$ cat src/rtl/sqrt_sched_if.sv
// Request, core and response signals of the two-requester sqrt scheduler.
// Latency: none, wiring only. Backpressure: rsp_valid/rsp_ready on the response side.
// The slave modport is the scheduler's view; the master modport is the environment's view.
interface sqrt_sched_if #(
    parameter int OPW = 16
);
    logic [1:0]       req;
    logic [OPW-1:0]   op0;
    logic [OPW-1:0]   op1;
    logic             core_start;
    logic [OPW-1:0]   core_op;
    logic             core_done;
    logic [OPW/2-1:0] core_root;
    logic             rsp_valid;
    logic             rsp_ready;
    logic             rsp_id;
    logic [OPW/2-1:0] rsp_root;
    logic             rsp_err;
    logic             busy;

    modport slave (
        input  req, op0, op1, core_done, core_root, rsp_ready,
        output core_start, core_op, rsp_valid, rsp_id, rsp_root, rsp_err, busy
    );

    modport master (
        output req, op0, op1, core_done, core_root, rsp_ready,
        input  core_start, core_op, rsp_valid, rsp_id, rsp_root, rsp_err, busy
    );
endinterface

$ cat src/rtl/sqrt_sched.sv
// Round-robin scheduler sharing one sqrt core between two requesters; SQRT_SCHED_TIMEOUT_EN adds a RUN watchdog.
// Latency: grant -> core_start 1 cycle, core_done -> rsp_valid 1 cycle.
// Backpressure: response held in HOLD until rsp_ready; requests wait while busy.
module sqrt_sched #(
    parameter int OPW = 16,
    parameter int TMO = 63
) (
    input  logic        clk,
    input  logic        reset,
    sqrt_sched_if.slave bus
);
    localparam int RW = OPW / 2;

    typedef enum logic [1:0] {IDLE, LOAD, RUN, HOLD} state_t;

    state_t         state_q, state_d;
    logic           core_start_q, core_start_d;
    logic [OPW-1:0] core_op_q, core_op_d;
    logic           rsp_valid_q, rsp_valid_d;
    logic           rsp_id_q, rsp_id_d;
    logic [RW-1:0]  rsp_root_q, rsp_root_d;
    logic           busy_q, busy_d;
    logic           prio_q, prio_d;
    logic           gnt_id;
    logic           tmo_hit;

`ifdef SQRT_SCHED_TIMEOUT_EN
    logic [5:0] cnt_q, cnt_d;
    logic       rsp_err_q, rsp_err_d;

    always_comb begin
        cnt_d = cnt_q;
        if (state_q == LOAD) begin
            cnt_d = '0;
        end else if (state_q == RUN && !bus.core_done) begin
            cnt_d = cnt_q + 6'd1;
        end
        // Fires on the RUN cycle whose increment reaches the limit.
        tmo_hit   = (state_q == RUN) && !bus.core_done && (cnt_d == 6'(TMO));
        rsp_err_d = rsp_err_q;
        if (state_q == RUN && bus.core_done) begin
            rsp_err_d = 1'b0;
        end else if (tmo_hit) begin
            rsp_err_d = 1'b1;
        end
    end

    always_ff @(posedge clk or negedge reset) begin
        if (!reset) begin
            cnt_q     <= '0;
            rsp_err_q <= 1'b0;
        end else begin
            cnt_q     <= cnt_d;
            rsp_err_q <= rsp_err_d;
        end
    end

    assign bus.rsp_err = rsp_err_q;
`else
    logic unused_tmo;
    assign unused_tmo  = (TMO != 0);
    assign tmo_hit     = 1'b0;
    assign bus.rsp_err = 1'b0;
`endif

    always_comb begin
        state_d      = state_q;
        core_start_d = 1'b0;
        core_op_d    = core_op_q;
        rsp_valid_d  = rsp_valid_q;
        rsp_id_d     = rsp_id_q;
        rsp_root_d   = rsp_root_q;
        prio_d       = prio_q;
        // Single requester wins outright; on a tie the favoured one wins.
        gnt_id       = bus.req[0] ? (bus.req[1] & prio_q) : 1'b1;
        case (state_q)
            IDLE: begin
                if (bus.req != 2'b00) begin
                    state_d      = LOAD;
                    core_start_d = 1'b1;
                    rsp_id_d     = gnt_id;
                    core_op_d    = gnt_id ? bus.op1 : bus.op0;
                end
            end
            LOAD: state_d = RUN;
            RUN: begin
                if (bus.core_done) begin
                    state_d     = HOLD;
                    rsp_valid_d = 1'b1;
                    rsp_root_d  = bus.core_root;
                end else if (tmo_hit) begin
                    state_d     = HOLD;
                    rsp_valid_d = 1'b1;
                    rsp_root_d  = '0;
                end
            end
            HOLD: begin
                if (bus.rsp_ready) begin
                    state_d     = IDLE;
                    rsp_valid_d = 1'b0;
                    prio_d      = ~rsp_id_q;
                end
            end
            default: state_d = IDLE;
        endcase
        busy_d = (state_d != IDLE);
    end

    always_ff @(posedge clk or negedge reset) begin
        if (!reset) begin
            state_q      <= IDLE;
            core_start_q <= 1'b0;
            core_op_q    <= '0;
            rsp_valid_q  <= 1'b0;
            rsp_id_q     <= 1'b0;
            rsp_root_q   <= '0;
            busy_q       <= 1'b0;
            prio_q       <= 1'b0;
        end else begin
            state_q      <= state_d;
            core_start_q <= core_start_d;
            core_op_q    <= core_op_d;
            rsp_valid_q  <= rsp_valid_d;
            rsp_id_q     <= rsp_id_d;
            rsp_root_q   <= rsp_root_d;
            busy_q       <= busy_d;
            prio_q       <= prio_d;
        end
    end

    assign bus.core_start = core_start_q;
    assign bus.core_op    = core_op_q;
    assign bus.rsp_valid  = rsp_valid_q;
    assign bus.rsp_id     = rsp_id_q;
    assign bus.rsp_root   = rsp_root_q;
    assign bus.busy       = busy_q;
endmodule

$ cat src/flat_wrapper.sv
// flat-port wrapper written by rule: the top's interface ports become plain ports
module sqrt_sched_flat 
#(
    parameter int OPW = 16,
    parameter int TMO = 63
)
  (clk, reset, bus_req, bus_op0, bus_op1, bus_core_done, bus_core_root, bus_rsp_ready, bus_core_start, bus_core_op, bus_rsp_valid, bus_rsp_id, bus_rsp_root, bus_rsp_err, bus_busy);
  sqrt_sched_if #(.OPW(OPW)) bus_i ();
  input  logic clk;
  input  logic reset;
  input wire logic [$bits(bus_i.req)-1:0] bus_req;
  input wire logic [$bits(bus_i.op0)-1:0] bus_op0;
  input wire logic [$bits(bus_i.op1)-1:0] bus_op1;
  input wire logic [$bits(bus_i.core_done)-1:0] bus_core_done;
  input wire logic [$bits(bus_i.core_root)-1:0] bus_core_root;
  input wire logic [$bits(bus_i.rsp_ready)-1:0] bus_rsp_ready;
  output wire logic [$bits(bus_i.core_start)-1:0] bus_core_start;
  output wire logic [$bits(bus_i.core_op)-1:0] bus_core_op;
  output wire logic [$bits(bus_i.rsp_valid)-1:0] bus_rsp_valid;
  output wire logic [$bits(bus_i.rsp_id)-1:0] bus_rsp_id;
  output wire logic [$bits(bus_i.rsp_root)-1:0] bus_rsp_root;
  output wire logic [$bits(bus_i.rsp_err)-1:0] bus_rsp_err;
  output wire logic [$bits(bus_i.busy)-1:0] bus_busy;
  assign bus_i.req = bus_req;
  assign bus_i.op0 = bus_op0;
  assign bus_i.op1 = bus_op1;
  assign bus_i.core_done = bus_core_done;
  assign bus_i.core_root = bus_core_root;
  assign bus_i.rsp_ready = bus_rsp_ready;
  assign bus_core_start = bus_i.core_start;
  assign bus_core_op = bus_i.core_op;
  assign bus_rsp_valid = bus_i.rsp_valid;
  assign bus_rsp_id = bus_i.rsp_id;
  assign bus_rsp_root = bus_i.rsp_root;
  assign bus_rsp_err = bus_i.rsp_err;
  assign bus_busy = bus_i.busy;
  sqrt_sched #(.OPW(OPW), .TMO(TMO)) u_core (.clk(clk), .reset(reset), .bus(bus_i));
endmodule
$ cat config.mk
export PLATFORM = sky130hd
export DESIGN_NAME = sqrt_sched_flat
export DESIGN_NICKNAME = d
export VERILOG_FILES = /design/src/rtl/sqrt_sched_if.sv /design/src/rtl/sqrt_sched.sv /design/src/flat_wrapper.sv
export SDC_FILE = /design/constraint.sdc
export NUM_CORES = 1
export LEC_CHECK = 0
export ABC_AREA = 1
export BUFFER_PORTS_ARGS = -buffer_cell sky130_fd_sc_hd__buf_2
export CORE_AREA = 2 2 45 89
export DETAILED_ROUTE_END_ITERATION = 10
export DIE_AREA = 0 0 47 91
export PLACE_DENSITY_LB_ADDON = 0.3
export SLEW_MARGIN = 25
export SYNTH_ARGS = -nofsm -noshare
export SYNTH_HDL_FRONTEND = slang
export SYNTH_SLANG_ARGS = --single-unit
$ cat constraint.sdc
create_clock -name clk -period 1.55 [get_ports clk]
set_input_delay 0.0775 -clock clk [delete_from_list [all_inputs] [get_ports clk]]
set_output_delay 0.0775 -clock clk [all_outputs]
set_load 0.1 [all_outputs]
; ---- Word level (Yosys, flattened, before mapping)
; Cells that the tools add are included.
[totals]
regBits = 31
latchBits = 0
ramBits = 0
rom_bits = 0
input_bits = 46
out_inout_bits = 29
memories = 0
[classes]
addsub = 0
multipliers = 0
n_div = 0
order_cmp = 0
n_eq_ne = 5
shifts = 0
mux = 11
n_bitwise = 2
reduce_logical = 8
[ops]
columns = op, count
row1 = $mux 16, 1
row2 = $pmux 2 s4, 1
row3 = $mux 2, 3
row4 = $reduce_and 2->1, 3
row5 = $reduce_bool 2->1, 3
row6 = $mux 1, 5
row7 = $eq 2x2->1 const B, 2
row8 = $ne 2x2->1 const B, 2
row9 = $reduce_and 3->1, 1
row10 = $eq 2x1->1 const B, 1
row11 = $logic_not 2->1, 1
row12 = $pmux 1 s2, 1
row13 = $and 1x1->1, 1
row14 = $not 1->1, 1

; ---- Depth between registers and ports, before layout
[depth]
ltp_word = 4
ltp_mapped = 6
depth_no_buf = 5

; ---- Worst setup path before layout
; No wires, ideal clock.
[synth_timing]
path_type = register -> register
startpoint = register u_core.rsp_id_q, in the netlist u_core.bus.rsp_id
endpoint = register u_core.prio_q
arrival_ns = 1.093
t_required_ns = 1.386
setup_slack_ns = 0.293
stages_incl_launch_ff = 2
path_buffers = 0
synth_period_minus_slack_ns = 1.257
path_cell_list = dfrtp_1 o21ai_0
[synth_between]
elab_chain_len = 1
[synth_rtl]
columns = element, line_no
row1 = start: declaration, sqrt_sched.sv:20  ; logic rsp_id_q, rsp_id_d;
row2 = start signal: assignment, sqrt_sched.sv:124  ; rsp_id_q <= rsp_id_d;
row3 = $not 1->1, sqrt_sched.sv:101  ; prio_d = ~rsp_id_q;
row4 = end signal: assignment, sqrt_sched.sv:127  ; prio_q <= prio_d;
row5 = end: declaration, sqrt_sched.sv:23  ; logic prio_q, prio_d;
; No other way between the ends.
; A chain may end at the register's enable or synchronous reset.

; ---- Worst setup path in the final report
[layout_timing]
startpoint = register u_core.core_op_q[0], in the netlist u_core.bus.core_op[0]
endpoint = output bus_core_op[0]
[layout_lines]
columns = element, line_no
row1 = start: declaration, sqrt_sched.sv:18  ; logic [OPW-1:0] core_op_q, core_op_d;
row2 = start signal: assignment, sqrt_sched.sv:122  ; core_op_q <= core_op_d;
row3 = end: declaration, flat_wrapper.sv:18  ; output wire logic [$bits(bus_i.core_op)-1:0] bus_core_op;
; No word-level cell between the ends.

==> metrics <==
quantity of I/O buffers inserted on ports=between 70 and 80; number of library cell types mapped by synthesis=18; minimum clock period=1.15 ns; number of antenna violations at the first check in global routing=0; Die Wd=around 47 um; via count of the routed design=1,420; worst endpoint data arrival time=1.07 ns; number of detailed-route iterations in the first pass=4; proportion of layout cells with a drive suffix above 1=30.9%; overall routing resource usage=approximately 18%; postcts setup bufs=0; Required @ worst endpoint=1.47 ns; CTS HTree Levels=2; Die ar.=4280 um^2; Setup TNS Final=0 ns; final setup slack of the worst path=0.402 ns; first-pass GRT wire length=5460 um; drt drc=0; cell at the root of the clock tree=sky130_fd_sc_hd__clkbuf_8; vertical extent of the die=91 um; routability congestion estimate=0.787; longest individual stage delay on the worst path=0.43 ns; Tightest Pin Transition=0.675 ns; unrepaired setup endpoints after global routing=no; top cells by area, synth=sky130_fd_sc_hd__dfrtp_1 50%, sky130_fd_sc_hd__nand2_1 15%, sky130_fd_sc_hd__inv_1 11%; type of the most critical hold path=primary input to register; clock slew seen by the registers of the worst setup and hold paths=0.06 ns; total number of yosys warnings=0; Final Cycle Share=74.1%; number of inserted diodes=0; most common flop cell mapped by yosys=sky130_fd_sc_hd__dfrtp_1; drt total wl=3420 um; sum of overflow across all layers after global routing=0; area inside the core boundary=3570 um^2; Gate Count Post-Synth=200; most area-hungry cell type in the Yosys netlist=sky130_fd_sc_hd__dfrtp_1; cell chain of the critical path=buf_2; most used standard cells in the synthesized netlist=64 x sky130_fd_sc_hd__nand2_1, 45 x sky130_fd_sc_hd__inv_1, 33 x sky130_fd_sc_hd__nand3_1, 31 x sky130_fd_sc_hd__dfrtp_1, 9 x sky130_fd_sc_hd__o21ai_0; type of destination of the critical path=output pin; asr flop ratio synth=100%; Final Hold Fails=0; average cell area after synthesis=around 7.8 um^2; CP top delay family=buffers and inverters; Layout fillers=384; HPWL reported at the end of detailed placement=2570 um; Worst Setup Start Kind=register; number of clock buffers inserted by TritonCTS=5; Slew HR=55.0%; number of pins exceeding their max-slew limit in the final report=0; maximum number of pins on one net before global-route repair=32; Routed Antenna Nets=0; Avg WL per Cell=10.6 um; maximum buffer depth of the clock tree=2; count of standard-cell rows=31; number of flops mapped to enable cells by yosys=0; maximum net fanout on the critical path=2; Final Cell Area=2010 um^2; Slowest-stage cell, CP=sky130_fd_sc_hd__buf_2; maximum operating frequency=0.871 GHz; top-area cell type share of the netlist area=approximately 50%; post-layout net count=319; post-route core utilization=56.2%; final count of negative-setup-slack endpoints=0; via count of the first global-routing pass=1,318; worst setup timing slack at the placement stage=0.405 ns; Post-Place Cell Area=~1900 um^2; synthesized flop and latch total=31; sequential element share of the synthesized area=49.6%; worst setup path category=register to output pin; total number of clock tree sinks=31; most instantiated library cell after synthesis=sky130_fd_sc_hd__nand2_1; insertion delay to the later sink of the worst-skew pair=around 0.28 ns; # Max-Cap Violations=0; Worst Skew=0.00295 ns; number of violations reported at the end of detailed-routing iteration 0=31; starting utilization of the core area=43.8%; routed vias/inst=4.42; signed area change from the synthesized netlist to the final layout=28.3%; result of the run=finished clean; Bufs and invs on worst path=1; number of top-level design ports=75; area of the mapped netlist=1560 um^2; post-synth net total=246; CTS tree=built
## worst paths after layout
path                                                     from                            endpoint  slack (ns)  cells after the start
max                         u_core.bus.core_op[0]$_DFFE_PN0P_                      bus_core_op[0]        0.40                      1
min                                             bus_rsp_ready    u_core.bus.rsp_valid$_DFFE_PN0P_        0.03                      2
max reg2reg                       u_core.state_q[0]$_DFF_PN0_   u_core.bus.core_op[0]$_DFFE_PN0P_        0.41                      5
min reg2reg                u_core.bus.core_op[11]$_DFFE_PN0P_  u_core.bus.core_op[11]$_DFFE_PN0P_        0.48                      2
max in group asynchronous                               reset  u_core.bus.rsp_root[7]$_DFFE_PN0P_        0.73                      2
min in group asynchronous                               reset   u_core.bus.core_op[3]$_DFFE_PN0P_        0.37                      2
## state kept, by name, summed over array words and instances, names as in the netlist
register               flops
u_core.bus.rsp_id          1
u_core.bus.rsp_root        8
u_core.bus.core_op        16
u_core.bus.rsp_valid       1
u_core.bus.core_start      1
u_core.state_q             2
u_core.prio_q              1
u_core.bus.busy            1
## cell usage in the layout (no fill, tap or decap)
cell                            synthesis  layout
sky130_fd_sc_hd__dlygate4sd3_1          0       1
sky130_fd_sc_hd__nor2_4                 1       1
sky130_fd_sc_hd__nand2_4                2       2
sky130_fd_sc_hd__nand2_1               64      64
sky130_fd_sc_hd__clkbuf_1               0       1
sky130_fd_sc_hd__nand3_1               33      33
sky130_fd_sc_hd__nor2_1                 1       1
sky130_fd_sc_hd__inv_1                 45      45
sky130_fd_sc_hd__dfrtp_1               31      31
sky130_fd_sc_hd__buf_2                  2      73
sky130_fd_sc_hd__o21ai_0                9       9
sky130_fd_sc_hd__nor2_8                 1       1
sky130_fd_sc_hd__clkbuf_8               0       5
sky130_fd_sc_hd__conb_1                 1       1
sky130_fd_sc_hd__a22oi_1                1       1
sky130_fd_sc_hd__o211ai_1               1       1
sky130_fd_sc_hd__nand3_2                1       1
sky130_fd_sc_hd__o21ai_4                1       1
## routing by layer
metal | vias to the layer above | global-route usage, % | wire [um]
met1 | 631 | 17.6 | 1230
met4 | 0 | 7.64 | 63
met3 | 5 | 5.37 | 195
met5 | - | 0 | 0
met2 | 42 | 31.7 | 1930
li1 | 742 | - | -
## kinds of logic (layout without fill, tap and decap cells)
kind of cell,Yosys count,after routing,synth area share [%]
and+or+nand+nor,103,103,30.2
buffers and inverters,53,125,15.0
DFF,31,31,49.6
AOI/OAI and AO/OA,12,12,4.88
other,1,1,0.240
## stage by stage
stage          hold WS [ns]  cells
4_1_cts              0.0282    321
5_1_grt              0.0366    321
6_report             0.0311    321
3_5_place_dp          0.162    314
3_3_place_gp          0.161    314
2_1_floorplan        -0.218    200
## cell type report
cell class | instances | area (um^2) | share of cell area [%]
flip-flops and latches | 31 | 776 | 38.7
clock buffers | 6 | 72.6 | 3.62
repair buffers | 74 | 375 | 18.7
well taps | 49 | 61.3 | 3.05
multi-input cells | 116 | 553 | 27.6
inverters | 45 | 169 | 8.42
## timing repair
action / in CTS / in global routing
endpoints found under the setup margin: 0 / 0
hold buffers: 1 / 0
gates resized for setup: 0 / 0
hold endpoints to repair: 31 / 0
Power is left out: the tool's default activity adds up to more than one toggle a clock period on the data nets, which glitch-free logic cannot reach.
